[src/rtl/mem_req_arbiter.sv]
// mem_req_arbiter: serialises one core's instruction fetch and data load/store
// requests onto a single-ported RAM with a ready handshake, and returns
// single-cycle ihit/dhit completion pulses with the captured read data.
// Data requests win by default; a fetch is forced after STARVE_MAX data
// grants in a row while a fetch is waiting.
// Optional build macro: MEM_REQ_ARBITER_TIMEOUT_EN adds a RAM no-response
// timeout that completes the access with all-ones data and pulses err.
//
// state | meaning
// IDLE  | no access in flight; evaluate grants
// DATA  | data load/store presented on ram_*, waiting for ram_ready
// INSTR | instruction fetch presented on ram_*, waiting for ram_ready
// RESP  | ihit/dhit pulse cycle; no grant evaluated, return to IDLE

module mem_req_arbiter #(
  parameter int ADDR_W         = 32,
  parameter int DATA_W         = 32,
  parameter int STARVE_MAX     = 4,
  parameter int TIMEOUT_CYCLES = 64
) (
  input  logic              CLK,
  input  logic              RST,
  input  logic              iREN,
  input  logic [ADDR_W-1:0] iaddr,
  input  logic              dREN,
  input  logic              dWEN,
  input  logic [ADDR_W-1:0] daddr,
  input  logic [DATA_W-1:0] dstore,
  input  logic              halt,
  output logic              ihit,
  output logic [DATA_W-1:0] iload,
  output logic              dhit,
  output logic [DATA_W-1:0] dload,
  output logic              ram_ren,
  output logic              ram_wen,
  output logic [ADDR_W-1:0] ram_addr,
  output logic [DATA_W-1:0] ram_wdata,
  input  logic [DATA_W-1:0] ram_rdata,
  input  logic              ram_ready,
  output logic              err
);

  typedef enum logic [1:0] {
    IDLE  = 2'd0,
    DATA  = 2'd1,
    INSTR = 2'd2,
    RESP  = 2'd3
  } state_t;

  localparam int SW = $clog2(STARVE_MAX + 1);
  localparam logic [SW-1:0] STARVE_LIM = SW'(STARVE_MAX);

  state_t        state;
  logic [SW-1:0] starve_cnt;
  logic          op_store;
  logic          op_instr;

  logic          dreq;
  logic          fetch_ok;
  logic          starved;
  logic          grant_d;
  logic          grant_i;

`ifdef MEM_REQ_ARBITER_TIMEOUT_EN
  localparam int TW = $clog2(TIMEOUT_CYCLES + 1);
  localparam logic [TW-1:0] TMO_LAST = TW'(TIMEOUT_CYCLES - 1);
  logic [TW-1:0] tmo_cnt;
`else
  // Without the timeout the arbiter waits on the RAM forever and never errors.
  assign err = 1'b0;
`endif

  // Grant decision: data first unless a runnable fetch has been starved.
  always_comb begin
    dreq     = dREN | dWEN;
    fetch_ok = iREN & ~halt;
    starved  = (starve_cnt >= STARVE_LIM);
    grant_d  = dreq & (~starved | ~fetch_ok);
    grant_i  = fetch_ok & ~grant_d;
  end

  // Main FSM with registered RAM-side and core-side outputs.
  always_ff @(posedge CLK or posedge RST) begin
    if (RST) begin
      state      <= IDLE;
      starve_cnt <= '0;
      op_store   <= 1'b0;
      op_instr   <= 1'b0;
      ihit       <= 1'b0;
      dhit       <= 1'b0;
      iload      <= '0;
      dload      <= '0;
      ram_ren    <= 1'b0;
      ram_wen    <= 1'b0;
      ram_addr   <= '0;
      ram_wdata  <= '0;
`ifdef MEM_REQ_ARBITER_TIMEOUT_EN
      tmo_cnt    <= '0;
      err        <= 1'b0;
`endif
    end else begin
      ihit <= 1'b0;
      dhit <= 1'b0;
`ifdef MEM_REQ_ARBITER_TIMEOUT_EN
      err  <= 1'b0;
`endif
      case (state)
        IDLE: begin
          if (grant_d) begin
            state     <= DATA;
            ram_addr  <= daddr;
            ram_wdata <= dstore;
            // A simultaneous dREN/dWEN is handled as a store.
            op_store  <= dWEN;
            op_instr  <= 1'b0;
            ram_wen   <= dWEN;
            ram_ren   <= ~dWEN;
            if (fetch_ok) begin
              if (starve_cnt < STARVE_LIM) starve_cnt <= starve_cnt + SW'(1);
            end else if (!iREN) begin
              starve_cnt <= '0;
            end
`ifdef MEM_REQ_ARBITER_TIMEOUT_EN
            tmo_cnt   <= '0;
`endif
          end else if (grant_i) begin
            state      <= INSTR;
            ram_addr   <= iaddr;
            op_store   <= 1'b0;
            op_instr   <= 1'b1;
            ram_ren    <= 1'b1;
            ram_wen    <= 1'b0;
            starve_cnt <= '0;
`ifdef MEM_REQ_ARBITER_TIMEOUT_EN
            tmo_cnt    <= '0;
`endif
          end
        end

        DATA, INSTR: begin
          if (ram_ready) begin
            state   <= RESP;
            ram_ren <= 1'b0;
            ram_wen <= 1'b0;
            if (op_instr) begin
              ihit  <= 1'b1;
              iload <= ram_rdata;
            end else begin
              dhit  <= 1'b1;
              if (!op_store) dload <= ram_rdata;
            end
          end
`ifdef MEM_REQ_ARBITER_TIMEOUT_EN
          else if (tmo_cnt == TMO_LAST) begin
            // RAM never answered: drop the access, return all-ones, flag err.
            state   <= RESP;
            ram_ren <= 1'b0;
            ram_wen <= 1'b0;
            err     <= 1'b1;
            if (op_instr) begin
              ihit  <= 1'b1;
              iload <= '1;
            end else begin
              dhit  <= 1'b1;
              if (!op_store) dload <= '1;
            end
          end else begin
            tmo_cnt <= tmo_cnt + TW'(1);
          end
`endif
        end

        RESP: begin
          state <= IDLE;
        end

        default: begin
          state   <= IDLE;
          ram_ren <= 1'b0;
          ram_wen <= 1'b0;
        end
      endcase
    end
  end

endmodule

[config.mk]
export PLATFORM = sky130hd
export DESIGN_NAME = mem_req_arbiter
export DESIGN_NICKNAME = d
export VERILOG_FILES = /design/src/rtl/mem_req_arbiter.sv
export SDC_FILE = /design/constraint.sdc
export NUM_CORES = 1
export LEC_CHECK = 0
export CAP_MARGIN = 20
export CORE_AREA = 3 3 101 175
export CTS_CLUSTER_SIZE = 25
export DETAILED_ROUTE_END_ITERATION = 10
export DIE_AREA = 0 0 104 178
export PLACE_DENSITY = 0.79
export SYNTH_ARGS = -nofsm -noshare
export SYNTH_HDL_FRONTEND = slang
export SYNTH_SLANG_ARGS = --single-unit
export TNS_END_PERCENT = 20
[constraint.sdc]
create_clock -name CLK -period 4.6 [get_ports CLK]
set_input_delay 0.92 -clock CLK [delete_from_list [all_inputs] [get_ports CLK]]
set_output_delay 0.92 -clock CLK [all_outputs]
set_load 0.02 [all_outputs]
==> metrics.cfg, run 1 <==
[routing]
drtAntennaViolNets = 0
vias = 5049
routed_wl_mm = 18.1
drt-pass1-iter-count = 5
drt-vias-per-instance = 5.12
first_iter_violations = 234
drc_errors = 0
wl_per_cell_um = 18.3

[logic_synthesis]
synth_top_area_share_pct = 55.2
synth_top_cells_by_area = dfrtp_1, mux2_2, o221a_2
synth_cell_type_count = 42
yosys.area.top_type = dfrtp_1
synth.net_count = 635
synthCells = 496
postSynthAreaPerCell_sq_um = 12.7
synth_area_sq_mm = 0.00630
synth_seq_area_share_pct = 55.2
synth_warnings = 0
ys_ff_latch = 139

[clocking]
cts_max_path_buffers = 2
cts_made_buffers = 17
cts.sinks = 139
post_cts_resized = 0
cts-root-buf = clkbuf_16
cts-htree-levels = 4
cts_tree = built
clk_pin_slew_worst_paths_ns = 0.06
post_cts.repair.setup_buffers = 0
hold_buffers = 0
insertion_delay_ns = 0.41

[worst_setup_path]
cp_max_fo = 37
r2r_slack_ns = 2.33
worst_ep_arrival_time_ns = 3.38
crit_type = primary input to flop
worstPathRequired_ns = 4.89
setup.worst_path.end_class = flop
startpoint_type = primary input

[outcome]
status = completed

[hold_path]
hold_path.class = flop to flop

[power_and_ir_drop]
irDropWorstVdd_mv = 0.290
power.density_mw_per_mm2 = 732
finalPower_mw = 7.10
p_leak_nw = 4.09

[die]
ios = 268
die_h_um = 178
core_area_sq_mm = 0.0164
die_w_um = 104
dieArea_sq_mm = 0.0185
row_count = 62
start_util_pct = 38.3

[finish]
drive_gt1_share_pct = 23.3
syn_to_final_growth_pct = 54.0
final_cells = 987
diodes = 0
fin_nets = 889
stdcell_area_sq_mm = 0.00970
final_core_util_pct = 59.0

[place]
place_area_sq_mm = 0.00912
dpl.hpwl_mm = 13.3
port_buffers = 266
place.gp.congestion = 0.801
dp.cells = 954
post-place-ws_ns = 1.07

[sta]
relSlewSlack_pct = 58.2
finalClockSkew_ns = 0.00893
final_max_slew_viol_count = 0
hold_ws_ns = 0.495
setup_viol_count_final = 0
max_slew.worst_pin.slew_ns = 0.628
setup-tns-final_ns = 0
finalWorstSetupSlack_ns = 1.51
timing.final.crit_period_ns = 3.09
min_period_over_period_pct = 67.1
clock.fmax_mhz = 324
hold_viol = 0
rsz0062_at_grt = false

[global_routing]
grt_pass1_vias = 5356
grt_max_degree = 93
gr-total-overflow = 0
grt_antenna_before_repair = 0
grt_pass1_wl_mm = 28.7
grt_use_total_pct = 19.3

[flow_run]
max_cap_viol_count = 0

[metal layers]
metal  up-vias  global-route usage, %  part of all wire [%]
met5         -                      0                     0
met4         0                   7.04                   2.6
met3        32                   3.66                   4.6
met2       193                   36.0                    56
met1      2516                   21.9                    37
li1       2308                      -                     -
[layout make-up]
type | instances | area, sq um
clock buffer | 18 | 439
clock inverter | 14 | 124
fill | 1350 | 6740
inverter | 43 | 165
multi-input combinational | 270 | 2430
sequential | 139 | 3480
tap | 224 | 280
timing repair buffer | 279 | 2790
[cells in the final DEF, fill, tap and decap left out, types with 3 or more instances in the layout]
cell type / n
a22oi_1: 32
buf_4: 11
clkbuf_16: 17
clkdlybuf4s50_1: 266
clkinvlp_4: 3
dfrtp_1: 139
ha_1: 4
inv_1: 42
inv_6: 6
inv_8: 3
mux2_2: 75
mux2_4: 20
nand2_1: 5
nand2b_1: 3
o21ai_0: 65
o221a_2: 32
[Yosys cell counts]
cell	count
dfrtp_1	139
nor2_2	1
o221a_2	32
o21ai_2	1
a2bb2oi_1	1
nand2_1	5
inv_1	43
o41ai_1	2
nor3b_1	1
nand2b_1	3
and3b_1	1
mux2_4	20
conb_1	1
a21boi_0	2
o2bb2ai_1	1
or3_1	1
and3_1	1
o21ai_0	65
a221o_1	1
nor3_4	1
ha_1	4
nor3_1	1
nor2_1	1
buf_6	7
nand3_1	1
nand3b_1	1
o22ai_1	1
mux2_1	1
or2_1	1
o211ai_1	2
buf_4	2
a22oi_1	32
buf_2	10
a21oi_1	2
nor2b_1	1
and2b_1	1
a22o_1	2
a32o_1	1
mux2_2	75
o32a_1	2
clkbuf_1	25
nor3_2	1
[registers in the layout, summed over array words and instances, names as in the netlist]
signal,cells
dload,32
state,2
op_instr,1
ram_wdata,32
dhit,1
ram_addr,32
iload,32
op_store,1
starve_cnt,3
ram_ren,1
ram_wen,1
ihit,1
[where the power goes]
group	internal, mW	switching, mW	total (mW)
Combinational	1.91	1.70	3.60
Clock	0.726	0.577	1.30
Sequential	1.85	0.347	2.19
[worst max-delay path: stages]
cell and delay (ns):
clkdlybuf4s50_1 0.45, buf_4 0.31, nor2_2 0.07, buf_4 0.25, nor3_4 0.48, buf_4 0.49
mux2_2 0.39
[path summary, 6_finish.rpt]
path / to / from / cells past startpoint
max: ram_wdata[31]$_DFFE_PP0P_ / dWEN / 7
min: dload[31]$_DFFE_PP0P_ / dload[31]$_DFFE_PP0P_ / 1
max reg2reg: ram_wdata[31]$_DFFE_PP0P_ / state[0]$_DFFE_PP0P_ / 6
min reg2reg: dload[31]$_DFFE_PP0P_ / dload[31]$_DFFE_PP0P_ / 1
max in group asynchronous: ram_addr[23]$_DFFE_PP0P_ / RST / 4
min in group asynchronous: ram_wdata[16]$_DFFE_PP0P_ / RST / 2
[cell families (layout without fill, tap and decap cells)]
logic type	Yosys count	in the layout	synth area share, %
AO/OA/AOI/OAI	147	147	17.0
adder cells (fa/ha/maj)	4	4	0.794
buffers and inverters	87	354	6.33
flip-flops	139	139	55.2
multiplexers	96	96	18.3
other	1	1	0.0595
AND/OR/NAND/NOR	22	22	2.22
Note: power is estimated with default switching activity, not from simulation.
==> run 2: changes to the inputs <==
CORE_AREA = 3 3 96 167   (was 3 3 101 175)
DIE_AREA = 0 0 99 170   (was 0 0 104 178)
PLACE_DENSITY = 0.83   (was 0.79)
clock period = 3.1 ns   (was 4.6 ns; I/O delays follow)
==> run 2 against run 1 <==
  * Sequential share of layout area down 0.083 points
  * Non-clock buffer count grew 5
  * Utilization is 6.5 points higher
  * Clock skew rose by 0.0039 ns
  * Cell area up 0.23%
  * First-iteration DRC count fell by 26%
  * Critical endpoint is now ram_addr[8]$_DFFE_PP0P_
  * Largest cell class unchanged
==> metrics.cfg, run 2 (synthesis results as in run 1) <==
[finish]
final_cell_mix = clkdlybuf4s50_1, dfrtp_1, mux2_2, o21ai_0, inv_1  ; unchanged
layout_commonest_cell = clkdlybuf4s50_1  ; unchanged
fillers = 1097  ; was 1350
fin_nets = 894  ; was 889
syn_to_final_growth_pct = 54.3  ; was 54.0%
drive_gt1_share_pct = 23.8  ; was 23.3%
diodes = 0  ; unchanged

[sta]
relSlewSlack_pct = 59.9  ; was 58.2%
final_max_slew_viol_count = 0  ; unchanged
finalClockSkew_ns = 0.0128  ; was 0.00893 ns
clock.fmax_mhz = 451
min_period_over_period_pct = 71.5
hold_viol = 0  ; unchanged
setup_viol_count_final = 0  ; unchanged
rsz0062_at_grt = false  ; unchanged
max_slew.worst_pin.slew_ns = 0.600  ; was 0.628 ns
finalWorstSetupSlack_ns = 0.884  ; was 1.51 ns
timing.final.crit_period_ns = 2.22
setup-tns-final_ns = 0  ; unchanged
hold_ws_ns = 0.493  ; was 0.495 ns

[global_routing]
grt_antenna_before_repair = 0  ; unchanged
gr-total-overflow = 0  ; unchanged
grt_pass1_vias = 5500  ; was 5356
grt_max_degree = 68  ; was 93
grt_use_total_pct = 22.1  ; was 19.3%
grt_pass1_wl_mm = 29.4  ; was 28.7 mm

[clocking]
clk_pin_slew_worst_paths_ns = 0.06  ; about the same
cts_max_path_buffers = 2  ; unchanged
cts.sinks = 139  ; unchanged
insertion_delay_ns = 0.41  ; about the same
cts_made_buffers = 17  ; unchanged
hold_buffers = 0  ; unchanged
cts_tree = built  ; unchanged
post_cts_resized = 0  ; unchanged
cts-root-buf = clkbuf_16  ; unchanged
cts-htree-levels = 4  ; unchanged
post_cts.repair.setup_buffers = 0  ; unchanged

[die]
row_count = 59  ; was 62
die_w_um = 99  ; was 104 um
ios = 268  ; unchanged
start_util_pct = 42.5  ; was 38.3%
die_h_um = 170  ; was 178 um
dieArea_sq_mm = 0.0168  ; was 0.0185 sq mm
core_area_sq_mm = 0.0148  ; was 0.0164 sq mm

[routing]
wl_per_cell_um = 19.7  ; was 18.3 um
drc_errors = 0  ; unchanged
drt-vias-per-instance = 5.39  ; was 5.12
drtAntennaViolNets = 0  ; unchanged
routed_wl_mm = 18.8  ; was 18.1 mm
first_iter_violations = 173  ; was 234
vias = 5130  ; was 5049
drt-pass1-iter-count = 5  ; unchanged

[power_and_ir_drop]
p_leak_nw = 4.13  ; was 4.09 nW
irDropWorstVdd_mv = 0.513  ; was 0.290 mV
finalPower_mw = 10.7  ; was 7.10 mW
power.density_mw_per_mm2 = 1100  ; was 732 mW/mm^2

[place]
place.gp.congestion = 0.886  ; was 0.801
dpl.hpwl_mm = 13.9  ; was 13.3 mm
port_buffers = 266  ; unchanged
post-place-ws_ns = 0.497  ; was 1.07 ns

[worst_setup_path]
worstPathRequired_ns = 3.36  ; was 4.89 ns
startpoint_type = primary input  ; unchanged
crit_type = primary input to flop  ; unchanged
cp_max_fo = 38  ; was 37
setup.worst_path.end_class = flop  ; unchanged
worst_ep_arrival_time_ns = 2.48  ; was 3.38 ns

[outcome]
status = completed  ; unchanged

[hold_path]
hold_path.class = flop to flop  ; unchanged

[flow_run]
max_cap_viol_count = 0  ; unchanged

## run 2: changes by cell type in the layout (fill, tap and decap cells not counted), sizes merged
cell      change
bufinv        +1
clkinv        +4
buf           +5
inv           -4
clkinvlp      -1
## run 2: cell type report
cell class              instances  area, sq um  share of cell area (%)
multi-input cells             270         2430                    25.0
well taps                     183          229                    2.35
flip-flops and latches        139         3480                    35.8
inverters                      43          165                    1.70
repair buffers                284         2850                    29.3
clock buffers                  18          439                    4.52
clock inverters                14          135                    1.39
## run 2: worst max-delay path, stage by stage
cell             delay (ns)
clkdlybuf4s50_1        0.68
or2_1                  0.35
buf_4                  0.26
o21ai_2                0.19
buf_4                  0.25
a22oi_1                0.12
## run 2: report_power, final
part           leakage [nW]  switching, mW  total, mW  internal, mW
Sequential             1.63          0.527       3.27          2.74
Combinational          2.22           2.58       5.44          2.86
Clock                 0.282          0.802       1.94          1.14
## run 2: path summary, 6_finish.rpt
path / startpoint / to / slack [ns] / cells past startpoint
min in group asynchronous: RST / ram_addr[23]$_DFFE_PP0P_ / 0.64 / 2
hold / removal: dload[31]$_DFFE_PP0P_ / dload[31]$_DFFE_PP0P_ / 0.49 / 1
hold reg to reg: dload[31]$_DFFE_PP0P_ / dload[31]$_DFFE_PP0P_ / 0.49 / 1
setup reg to reg: state[1]$_DFFE_PP0P_ / dload[15]$_DFFE_PP0P_ / 1.10 / 6
setup / recovery: dWEN / ram_addr[8]$_DFFE_PP0P_ / 0.88 / 6
max in group asynchronous: RST / ram_wdata[19]$_DFFE_PP0P_ / 1.79 / 3
## run 2: per-stage QoR
stage          utilization [%]  instances  area [sq um]
6_report                  65.5        951          9730
5_1_grt                   65.5        951          9730
4_1_cts                   65.5        951          9730
3_5_place_dp              61.7        919          9150
3_3_place_gp              61.7        919          9150
2_1_floorplan                -        496          6300
## run 2: per-layer routing
metal | wire length, um | up-vias | global-route usage (%)
li1 | - | 2308 | -
met1 | 6510 | 2553 | 24.2
met2 | 10700 | 232 | 41.5
met3 | 987 | 37 | 3.98
met4 | 552 | 0 | 8.98
met5 | 0 | - | 0
